$ cat src/rtl/riscv_pkg.sv
// Shared RV32I pipeline encodings: ALU operations, forwarding selects and
// result-source selects.
package riscv_pkg;

  typedef enum logic [2:0] {
    ALU_ADD = 3'b000,
    ALU_SUB = 3'b001,
    ALU_AND = 3'b010,
    ALU_OR  = 3'b011,
    ALU_SLT = 3'b101
  } alu_op_e;

  typedef enum logic [1:0] {
    FWD_RF = 2'b00,
    FWD_W  = 2'b01,
    FWD_M  = 2'b10
  } fwd_sel_e;

  typedef enum logic [1:0] {
    RES_ALU = 2'b00,
    RES_MEM = 2'b01,
    RES_PC4 = 2'b10
  } res_src_e;

endpackage

$ cat src/rtl/execute_stage_alu.sv
// Combinational RV32I ALU with zero flag; unsupported operation codes yield 0.
module alu
  import riscv_pkg::*;
#(
  parameter int unsigned XLEN = 32
) (
  input  logic [XLEN-1:0] SrcA,
  input  logic [XLEN-1:0] SrcB,
  input  logic [2:0]      ALUControl,
  output logic [XLEN-1:0] ALUResult,
  output logic            Zero
);

  always_comb begin
    ALUResult = '0;
    case (ALUControl)
      ALU_ADD: ALUResult = SrcA + SrcB;
      ALU_SUB: ALUResult = SrcA - SrcB;
      ALU_AND: ALUResult = SrcA & SrcB;
      ALU_OR:  ALUResult = SrcA | SrcB;
      ALU_SLT: ALUResult = {{(XLEN-1){1'b0}}, ($signed(SrcA) < $signed(SrcB))};
      default: ALUResult = '0;
    endcase
  end

  assign Zero = (ALUResult == '0);

endmodule

$ cat src/rtl/execute_stage.sv
// Execute stage of the 5-stage RV32I pipeline: ID/EX register, forwarding
// muxes, ALU, branch/jump resolution and EX/MEM register.
module execute_stage
  import riscv_pkg::*;
#(
  parameter int unsigned XLEN = 32,
  parameter int unsigned REGW = 5
) (
  input  logic            clk,
  input  logic            reset,
  input  logic            RegWriteD,
  input  logic            MemWriteD,
  input  logic            JumpD,
  input  logic            BranchD,
  input  logic            ALUSrcD,
  input  logic [1:0]      ResultSrcD,
  input  logic [2:0]      ALUControlD,
  input  logic [XLEN-1:0] RD1D,
  input  logic [XLEN-1:0] RD2D,
  input  logic [XLEN-1:0] PCD,
  input  logic [XLEN-1:0] ImmExtD,
  input  logic [XLEN-1:0] PCPlus4D,
  input  logic [REGW-1:0] Rs1D,
  input  logic [REGW-1:0] Rs2D,
  input  logic [REGW-1:0] RdD,
  input  logic [1:0]      ForwardAE,
  input  logic [1:0]      ForwardBE,
  input  logic [XLEN-1:0] ResultW,
  input  logic            StallE,
  input  logic            FlushE,
  output logic            PCSrcE,
  output logic [XLEN-1:0] PCTargetE,
  output logic [REGW-1:0] Rs1E,
  output logic [REGW-1:0] Rs2E,
  output logic [REGW-1:0] RdE,
  output logic            ResultSrcE0,
  output logic            RegWriteM,
  output logic            MemWriteM,
  output logic [1:0]      ResultSrcM,
  output logic [XLEN-1:0] ALUResultM,
  output logic [XLEN-1:0] WriteDataM,
  output logic [XLEN-1:0] PCPlus4M,
  output logic [REGW-1:0] RdM
);

  typedef struct packed {
    logic            reg_write;
    logic            mem_write;
    logic            jump;
    logic            branch;
    logic            alu_src;
    logic [1:0]      result_src;
    logic [2:0]      alu_control;
    logic [XLEN-1:0] rd1;
    logic [XLEN-1:0] rd2;
    logic [XLEN-1:0] pc;
    logic [XLEN-1:0] imm_ext;
    logic [XLEN-1:0] pc_plus4;
    logic [REGW-1:0] rs1;
    logic [REGW-1:0] rs2;
    logic [REGW-1:0] rd;
  } idex_t;

  typedef struct packed {
    logic            reg_write;
    logic [1:0]      result_src;
    logic            mem_write;
    logic [XLEN-1:0] alu_result;
    logic [XLEN-1:0] write_data;
    logic [REGW-1:0] rd;
    logic [XLEN-1:0] pc_plus4;
  } exmem_t;

  idex_t           idex_d, idex_q;
  exmem_t          exmem_d, exmem_q;
  logic [XLEN-1:0] src_a, src_b, write_data_e, alu_result_e;
  logic            zero_e;

  // Flush outranks stall so a simultaneous request always yields a bubble.
  always_comb begin
    idex_d = idex_q;
    if (FlushE) begin
      idex_d = '0;
    end else if (!StallE) begin
      idex_d.reg_write   = RegWriteD;
      idex_d.mem_write   = MemWriteD;
      idex_d.jump        = JumpD;
      idex_d.branch      = BranchD;
      idex_d.alu_src     = ALUSrcD;
      idex_d.result_src  = ResultSrcD;
      idex_d.alu_control = ALUControlD;
      idex_d.rd1         = RD1D;
      idex_d.rd2         = RD2D;
      idex_d.pc          = PCD;
      idex_d.imm_ext     = ImmExtD;
      idex_d.pc_plus4    = PCPlus4D;
      idex_d.rs1         = Rs1D;
      idex_d.rs2         = Rs2D;
      idex_d.rd          = RdD;
    end
  end

  always_comb begin
    case (ForwardAE)
      FWD_W:   src_a = ResultW;
      FWD_M:   src_a = exmem_q.alu_result;
      default: src_a = idex_q.rd1;
    endcase
    case (ForwardBE)
      FWD_W:   write_data_e = ResultW;
      FWD_M:   write_data_e = exmem_q.alu_result;
      default: write_data_e = idex_q.rd2;
    endcase
    src_b = idex_q.alu_src ? idex_q.imm_ext : write_data_e;
  end

  alu #(.XLEN(XLEN)) u_alu (
    .SrcA       (src_a),
    .SrcB       (src_b),
    .ALUControl (idex_q.alu_control),
    .ALUResult  (alu_result_e),
    .Zero       (zero_e)
  );

  always_comb begin
    exmem_d            = '0;
    exmem_d.reg_write  = idex_q.reg_write;
    exmem_d.result_src = idex_q.result_src;
    exmem_d.mem_write  = idex_q.mem_write;
    exmem_d.alu_result = alu_result_e;
    exmem_d.write_data = write_data_e;
    exmem_d.rd         = idex_q.rd;
    exmem_d.pc_plus4   = idex_q.pc_plus4;
  end

  always_ff @(posedge clk) begin
    if (reset) begin
      idex_q  <= '0;
      exmem_q <= '0;
    end else begin
      idex_q  <= idex_d;
      exmem_q <= exmem_d;
    end
  end

  assign PCSrcE      = (idex_q.branch & zero_e) | idex_q.jump;
  assign PCTargetE   = idex_q.pc + idex_q.imm_ext;
  assign Rs1E        = idex_q.rs1;
  assign Rs2E        = idex_q.rs2;
  assign RdE         = idex_q.rd;
  assign ResultSrcE0 = idex_q.result_src[0];

  assign RegWriteM   = exmem_q.reg_write;
  assign MemWriteM   = exmem_q.mem_write;
  assign ResultSrcM  = exmem_q.result_src;
  assign ALUResultM  = exmem_q.alu_result;
  assign WriteDataM  = exmem_q.write_data;
  assign PCPlus4M    = exmem_q.pc_plus4;
  assign RdM         = exmem_q.rd;

endmodule

$ cat config.mk
export PLATFORM = sky130hd
export DESIGN_NAME = execute_stage
export DESIGN_NICKNAME = d
export VERILOG_FILES = /design/src/rtl/riscv_pkg.sv /design/src/rtl/execute_stage_alu.sv /design/src/rtl/execute_stage.sv
export SDC_FILE = /design/constraint.sdc
export NUM_CORES = 1
export LEC_CHECK = 0
export CAP_MARGIN = 20
export CORE_MARGIN = 1.5
export CORE_UTILIZATION = 50
export DETAILED_ROUTE_END_ITERATION = 10
export PLACE_DENSITY = 0.75
export SYNTH_ARGS = -nofsm -noshare
export SYNTH_HDL_FRONTEND = slang
export SYNTH_SLANG_ARGS = --single-unit
$ cat constraint.sdc
create_clock -name clk -period 19 [get_ports clk]
set_clock_uncertainty 0.05 [all_clocks]
set_input_delay 3.8 -clock clk [delete_from_list [all_inputs] [get_ports clk]]
set_output_delay 3.8 -clock clk [all_outputs]
set_load 0.01 [all_outputs]
Yosys cells after proc, flatten, opt, wreduce, memory -nomap -nowiden
Cells that the tools add are included.

storage, ports and cells
  flip-flop bits (word level) = 290
  latch bits = 0
  RAM bits = 0
  memory bits (read-only) = 0
  bits of input ports = 225
  output and inout bits = 154
  logic and storage cells = 45
  memories kept = 0

cells by class
  $add $sub $neg = 3
  $mul = 0
  div/mod/pow operators = 0
  order comparisons = 1
  equal/unequal tests = 8
  shift operators = 0
  multiplexer cells = 4
  bitwise logic cells = 4
  reduce and logical (&&, ||, !) cells = 3

operators by type and width
  cell                                           number
  case mux 32 bit (5 select lines)               1
  case mux 32 bit (2 select lines)               2
  adder 32 bit                                   2
  AND 32 bit                                     1
  zero test 32 bit                               1
  < comparator 32 bit                            1
  two-way mux 32 bit                             1
  bitwise OR 32 bit                              1
  subtractor 32 bit                              1
  == test 3 x 2 -> 1 bit, second input constant  2
  == test 2 x 1 -> 1 bit, second input constant  2
  == test 2 bit, second input constant           2
  == test 3 x 1 -> 1 bit, second input constant  1
  == test 3 bit, second input constant           1
  zero test 3 bit                                1
  OR reduction 2 bit                             1
  AND 1 bit                                      1
  bitwise OR 1 bit                               1

Logic depth before layout (Yosys ltp)
Gate-level depths: netlist (run 1).

  depth after elaboration = 8
  depth in mapped cells = 22
  mapped depth without buffers = 21

By module
A second synthesis (run 1) with hierarchy kept.

second synthesis, totals
  cell total of the unflattened synthesis = 2199
  area, all modules = 17877.1 µm²

by module, submodules not included
  module         times used  cells an instance  area an instance (µm²)  seq. area each (µm²)
  execute_stage  1           1381               12512.0                 5805.6
  alu            1           818                5365.1                  0.0

Worst setup path before layout (run 1)
Ideal clock, no wire load.

  path kind = input to output
  start point = in ForwardBE[0]
  end point = out PCSrcE
  data arrival time = 8428 ps
  required time = 15150 ps
  setup slack = 6722 ps
  stages on the path = 21
  path buffers = 2
  cell sequence = inv_1 ha_1 clkbuf_1 buf_1 a21oi_1 o21ai_0 ha_1 inv_1 fa_1 nor2b_2 o211a_1 o211a_4 a2111oi_4 o31ai_1 a221o_1 mux2_2 nand2_1 nor4_1 nand4_1 nor4_1 a31o_1

on the way
  longest elaborated chain between the ends = 8
  elaborated cells on any way between the ends = 13
  those cells by class = add/sub: 2; order compare: 1; eq/ne: 2; mux: 3; bitwise: 4; reduce/logical: 1

ends and longest elaborated chain
  item                                                            line                     text
  start: declaration                                              execute_stage.sv:27      input logic [1:0] ForwardBE,
  == test 2 bit / == test 2 x 1 -> 1 bit (equally long branches)  execute_stage.sv:109     case (ForwardBE)
  case mux 32 bit (2 select lines) (*)                            execute_stage.sv:109
  two-way mux 32 bit (*)                                          execute_stage.sv:114     src_b = idex_q.alu_src ? idex_q.imm_ext : write_data_e;
  subtractor 32 bit, or another cell as far along                 execute_stage_alu.sv:18  ALU_SUB: ALUResult = SrcA - SrcB;
  case mux 32 bit (5 select lines) (*)                            execute_stage_alu.sv:16  case (ALUControl)
  zero test 32 bit (*)                                            execute_stage_alu.sv:26  assign Zero = (ALUResult == '0);
  AND 1 bit (*)                                                   execute_stage.sv:146     assign PCSrcE = (idex_q.branch & zero_e) | idex_q.jump;
  bitwise OR 1 bit (*)                                            execute_stage.sv:146
  end: declaration                                                execute_stage.sv:31      output logic PCSrcE,

Mark *: on every way between the ends. The rest lies on a longest branch, timed or not.

Worst setup path in the final report (run 1)
Same ends and word-level chain as after synthesis.

==> results of run 1 <==
==> report_power, final <==
group          switching [mW]  total, mW  leakage, nW  internal (mW)
clock network           0.259      0.633        0.517          0.373
logic                   0.228      0.405         6.38          0.177
registers              0.0224      0.655         2.36          0.633
total                   0.510       1.69         9.26           1.18
==> flip-flops by register name, summed over array words and instances, names as in the netlist <==
name         flops
exmem_d         35
Rs2E             5
RdE              5
idex_q         134
ALUResultM      32
ResultSrcM       2
Rs1E             5
MemWriteM        1
RdM              5
WriteDataM      32
ResultSrcE0      1
RegWriteM        1
PCPlus4M        32
==> cells by family after synthesis <==
logic type               count (synthesis)
adder cells (fa/ha/maj)                147
flip-flops                             290
multiplexers                           199
buffers and inverters                  273
AO/OA/AOI/OAI                          511
XOR/XNOR                                40
AND/OR/NAND/NOR                        668
==> area by class of cell <==
cell class	count	area, sq um	area share (%)
inverters	123	462	2.06
multi-input cells	1565	10600	47.3
flip-flops and latches	290	5810	25.9
diodes	5	12.5	0.0558
clock buffers	44	865	3.86
clock inverters	14	198	0.882
repair buffers	394	3910	17.4
well taps	455	569	2.54
==> per-stage QoR <==
step,setup slack [ps],power [mW],cells
after global placement,5000,1.06,2827
final,4700,1.69,2890
after detailed placement,4890,1.06,2827
after floorplan,6720,0.901,2128
after global routing,4340,1.76,2889
after CTS,4850,1.69,2885
==> per-layer routing <==
layer	track usage [%]	wire length (um)	vias up
met3	9.48	6500	144
met2	51.1	27600	878
met4	13.6	2700	10
li1	-	-	7961
met5	0	69	-
met1	45.6	26900	7954
==> final timing paths <==
path,start,to,slack [ps],depth (start not counted)
worst max-delay path,ForwardBE[0],PCSrcE,4700,21
worst min-delay path,exmem_d[26],PCPlus4M[26],410,1
worst max register to register,idex_q[180],ALUResultM[30],13960,17
worst min register to register,exmem_d[26],PCPlus4M[26],410,1
==> worst max-delay path, stage by stage <==
cell and delay, ps:
clkdlybuf4s50_1 440, inv_1 80, ha_2 630, a22oi_1 270, nor2_1 180, a21oi_1 70
o21ai_0 570, ha_1 430, nor2_1 80, a211o_2 380, and2_1 190, a211oi_1 710
o21ba_2 270, nor2b_1 40, o32ai_1 370, mux2i_1 160, a211oi_1 340, nand4_1 170
nor4_1 470, a31o_1 210, clkdlybuf4s50_1 570
==> cells in the mapped netlist, drive strengths merged (5+ instances only) <==
| library cell | n |
|---|---|
| a22oi | 65 |
| o21ai | 121 |
| dfxtp | 290 |
| a211o | 7 |
| o2111ai | 5 |
| mux2i | 193 |
| nand2b | 14 |
| o31a | 5 |
| inv | 122 |
| a21oi | 129 |
| nor2 | 344 |
| or2 | 9 |
| or3 | 7 |
| and2 | 6 |
| o211ai | 22 |
| o22ai | 9 |
| buf | 43 |
| nand3 | 23 |
| o21bai | 10 |
| a21o | 21 |
| xor2 | 7 |
| a31oi | 16 |
| nand2 | 123 |
| nand4 | 17 |
| o31ai | 12 |
| ha | 144 |
| clkbuf | 107 |
| o311ai | 8 |
| xnor2 | 33 |
| a211oi | 21 |
| o21a | 14 |
| a31o | 6 |
| nor2b | 63 |
| nor4 | 18 |
| nor3 | 25 |
==> flow_summary.toml, run 1 <==
[drt]
vias = 16900
wl_um = 63700
firstDrtPassIters = 6
drc_errors = 0
first_iter_violations = 1454
vias_per_cell = 5.86
drt-wirelength-per-cell_um = 22.1
ant_nets = 0

[clock_tree]
postCtsSetupBuffers = 0
cts_buffer_depth = 3
cts_tree = "yes"
numCtsBuffers = 31
hold_buffers = 0
clk_latency_ps = 590
ctsResizeCount = 0
cts_root_buffer = "clkbuf_16"
path_clk_slew_ps = 60
clock_sinks = 290
cts_htree_levels = 1

[yosys]
synth_top_family_by_area = "compound AO/OA/AOI/OAI gates"
ys.flop_type = "dfxtp_1"
yosys-mux-area-fraction_pct = 11.5
ys_top_cells_by_area = "dfxtp_1 (33%), mux2i_1 (11%), ha_1 (10%)"
synthCells = 2128
syn_avg_cell_area_sq_um = 8.28
yosysTopAreaCell = "dfxtp_1"
seq_area_frac_synth_pct = 33.0
synthesis.nets = 2500
synth_xor_area_share_pct = 1.99
yosys_warnings = 0
synth-simple-area-share_pct = 17.1
synth-edff-count = 0
synth_compound_area_share_pct = 19.1
async_reset_ff_share_pct = 0
synth_top_area_share_pct = 33.0
yosys_register_bits = 290
synth_cell_type_count = 86
yosys.area_share.adder_pct = 10.6
synth_area_sq_um = 17600

[timing]
rsz0062_at_grt = "no"
finalHoldViolations = 0
fin_crit_sh_pct = 75.3
fin_crit_ps = 14300
slew_headroom_pct = 27.4
tightest_slew_ps = 1090
holdWs_ps = 409
fmax_mhz = 69.9
final-setup-viol-count = 0
slew_violations = 0
tns_ps = 0

[floorplan]
die_area_sq_um = 36400
rows = 68
pin_count = 379
die_y_um = 191
core_area_sq_um = 34600
start_util_pct = 50.9
die_w_um = 191

[run_status]
status = "completed"

[cells_and_area]
syn2layout_area_growth_pct = 27.3
nFillCells = 2924
layout_common_cells = "clkdlybuf4s50_1 (376), nor2_1 (343), dfxtp_1 (288)"
nNetsFinal = 2777
drive_gt1_share_pct = 4.53
final_util_pct = 64.8
design_area_sq_um = 22400
final_common_cell = "clkdlybuf4s50_1"

[setup_path]
worst_setup_path_end_kind = "output port"
startpoint_type = "input pin"
path_class = "input pin to output port"
cp.arrival_ps = 10450
crit_fanout = 32
critPathRequiredTime_ps = 15150

[global_routing]
grt_pass1_vias = 16200
track_usage_pct = 33.9
grt_max_degree = 95
antenna_found_initial = 11
grt_pass1_wl_um = 94600
overflow = 0

[placed_design]
dp.final_hpwl_um = 48400
dpl_cell_area_sq_um = 21400
io_buffer_count = 378
gp_congestion = 1.00

[pwr]
vdd_drop_max_v = 0.0000892
power_density_nw_per_um2 = 75.5
p_leak_nw = 9.26

[flow_run]
max-cap-violations = 0

[hold_path]
hp-class = "register to register"
Power figures use the tool's default switching activity.
==> inputs of run 2 (changes only) <==
Clock period 19 ns to 13.6 ns, I/O delays scaled along.
==> flow_summary.toml, run 2 (synthesis results as in run 1) <==
[run_status]
status = "completed"

[clock_tree]
cts_tree = "yes"
hold_buffers = 0
cts_htree_levels = 1
path_clk_slew_ps = 60
cts_buffer_depth = 3
postCtsSetupBuffers = 0
ctsResizeCount = 0
clock_sinks = 290
numCtsBuffers = 31
cts_root_buffer = "clkbuf_16"
clk_latency_ps = 600

[hold_path]
hp-class = "register to register"

[global_routing]
grt_pass1_vias = 15900
grt_max_degree = 96
grt_pass1_wl_um = 94800
overflow = 0
antenna_found_initial = 3
track_usage_pct = 33.8

[pwr]
p_leak_nw = 9.31
sw_frac_of_total_pct = 30.0
vdd_drop_max_v = 0.000114
seq_power_share_pct = 37.8
clkPwrFrac_pct = 38.5
combPwrFrac_pct = 23.7
intPower_mw = 1.69
total_power_mw = 2.42
p_sw_uw = 724
power_density_nw_per_um2 = 107

[timing]
tns_ps = 0
slew_violations = 0
fin_crit_sh_pct = 89.1
rsz0062_at_grt = "no"
holdWs_ps = 409
tightest_slew_ps = 1110
fin_crit_ps = 12110
final-setup-viol-count = 0
fmax_mhz = 82.6
finalHoldViolations = 0
slew_headroom_pct = 26.1

[floorplan]
die_y_um = 191
start_util_pct = 50.9
die_w_um = 191
core_area_sq_um = 34600
pin_count = 379
die_area_sq_um = 36400
rows = 68

[setup_path]
critPathRequiredTime_ps = 10830
path_class = "input pin to output port"
cp_slowest_cell = "ha_2"
path_cells = "clkdlybuf4s50_1 > inv_1 > ha_2 > a22oi_1 > nor2_1 > a21oi_1 > o21ai_0 > ha_1 > inv_1 > fa_1 > nor2b_2 > o211a_1 > o211a_4 > a2111oi_4 > o31ai_1 > a221o_1 > mux2_2 > nand2_1 > nor4_1 > nand4_1 > nor4_1 > a31o_1 > clkdlybuf4s50_1"
critPathBufInv = 4
cpPeakStageDelay_ps = 670
cp.arrival_ps = 9340
crit_fanout = 32
crit_family = "compound AO/OA/AOI/OAI gates"
startpoint_type = "input pin"
worst_setup_path_end_kind = "output port"

[placed_design]
place_inst = 2827
gp_congestion = 1.01
io_buffer_count = 378
dp.final_hpwl_um = 48700

[drt]
wl_met3_um = 6640
wl_met2_um = 27700
routedLengthMet1_um = 27800
vias = 17000
drc_errors = 0
ant_nets = 0
firstDrtPassIters = 6
wl_um = 63900
vias_per_cell = 5.90
first_iter_violations = 1776
maxUsedRoutingLayer = "met5"
drt-wirelength-per-cell_um = 22.1

[cells_and_area]
final_util_pct = 65.0
nNetsFinal = 2779
regMostFlops = "idex_q"
largest_reg_flops = 134
nFillCells = 2872
drive_gt1_share_pct = 4.77
layout_common_cells = "clkdlybuf4s50_1 (376), nor2_1 (343), dfxtp_1 (288)"
syn2layout_area_growth_pct = 27.9
final_common_cell = "clkdlybuf4s50_1"
finalNonFillerCells = 2888

[flow_run]
max-cap-violations = 0
-- run 2: power by group through the flow --
| stage | clock [mW] | combinational [mW] | sequential (mW) |
|---|---|---|---|
| 2_1_floorplan | 0 | 0.334 | 0.925 |
| 3_3_place_gp | 0 | 0.552 | 0.931 |
| 3_5_place_dp | 0 | 0.554 | 0.931 |
| 4_1_cts | 0.934 | 0.558 | 0.913 |
| 5_1_grt | 0.970 | 0.613 | 0.916 |
| 6_report | 0.929 | 0.573 | 0.914 |
-- run 2: per-stage QoR --
stage | worst slack, ps | area, sq um
6_report | 1490 | 22500
5_1_grt | 1190 | 22500
4_1_cts | 1230 | 22500
3_5_place_dp | 1240 | 21300
3_3_place_gp | 1480 | 21300
2_1_floorplan | 3480 | 17600
-- run 2: path summary, 6_finish.rpt --
path | startpoint | end | slack (ps) | cells past startpoint
max | ForwardBE[0] | PCSrcE | 1490 | 23
min | exmem_d[6] | PCPlus4M[6] | 410 | 1
max reg2reg | idex_q[180] | ALUResultM[30] | 8440 | 17
min reg2reg | exmem_d[6] | PCPlus4M[6] | 410 | 1
-- run 2: layer usage --
metal,global-route usage [%],vias up
li1,-,7959
met1,48.6,8084
met2,51.1,865
met3,7.58,120
met4,7.90,4
met5,0,-
-- run 2: final cells by class --
type / count / area, sq um / area share [%]
timing repair buffer: 396 / 3950 / 17.6
clock inverter: 14 / 221 / 0.983
clock buffer: 44 / 905 / 4.02
sequential: 290 / 5810 / 25.8
multi-input combinational: 1565 / 10600 / 47.1
tap: 455 / 569 / 2.53
inverter: 123 / 462 / 2.05
antenna: 1 / 2.50 / 0.0111
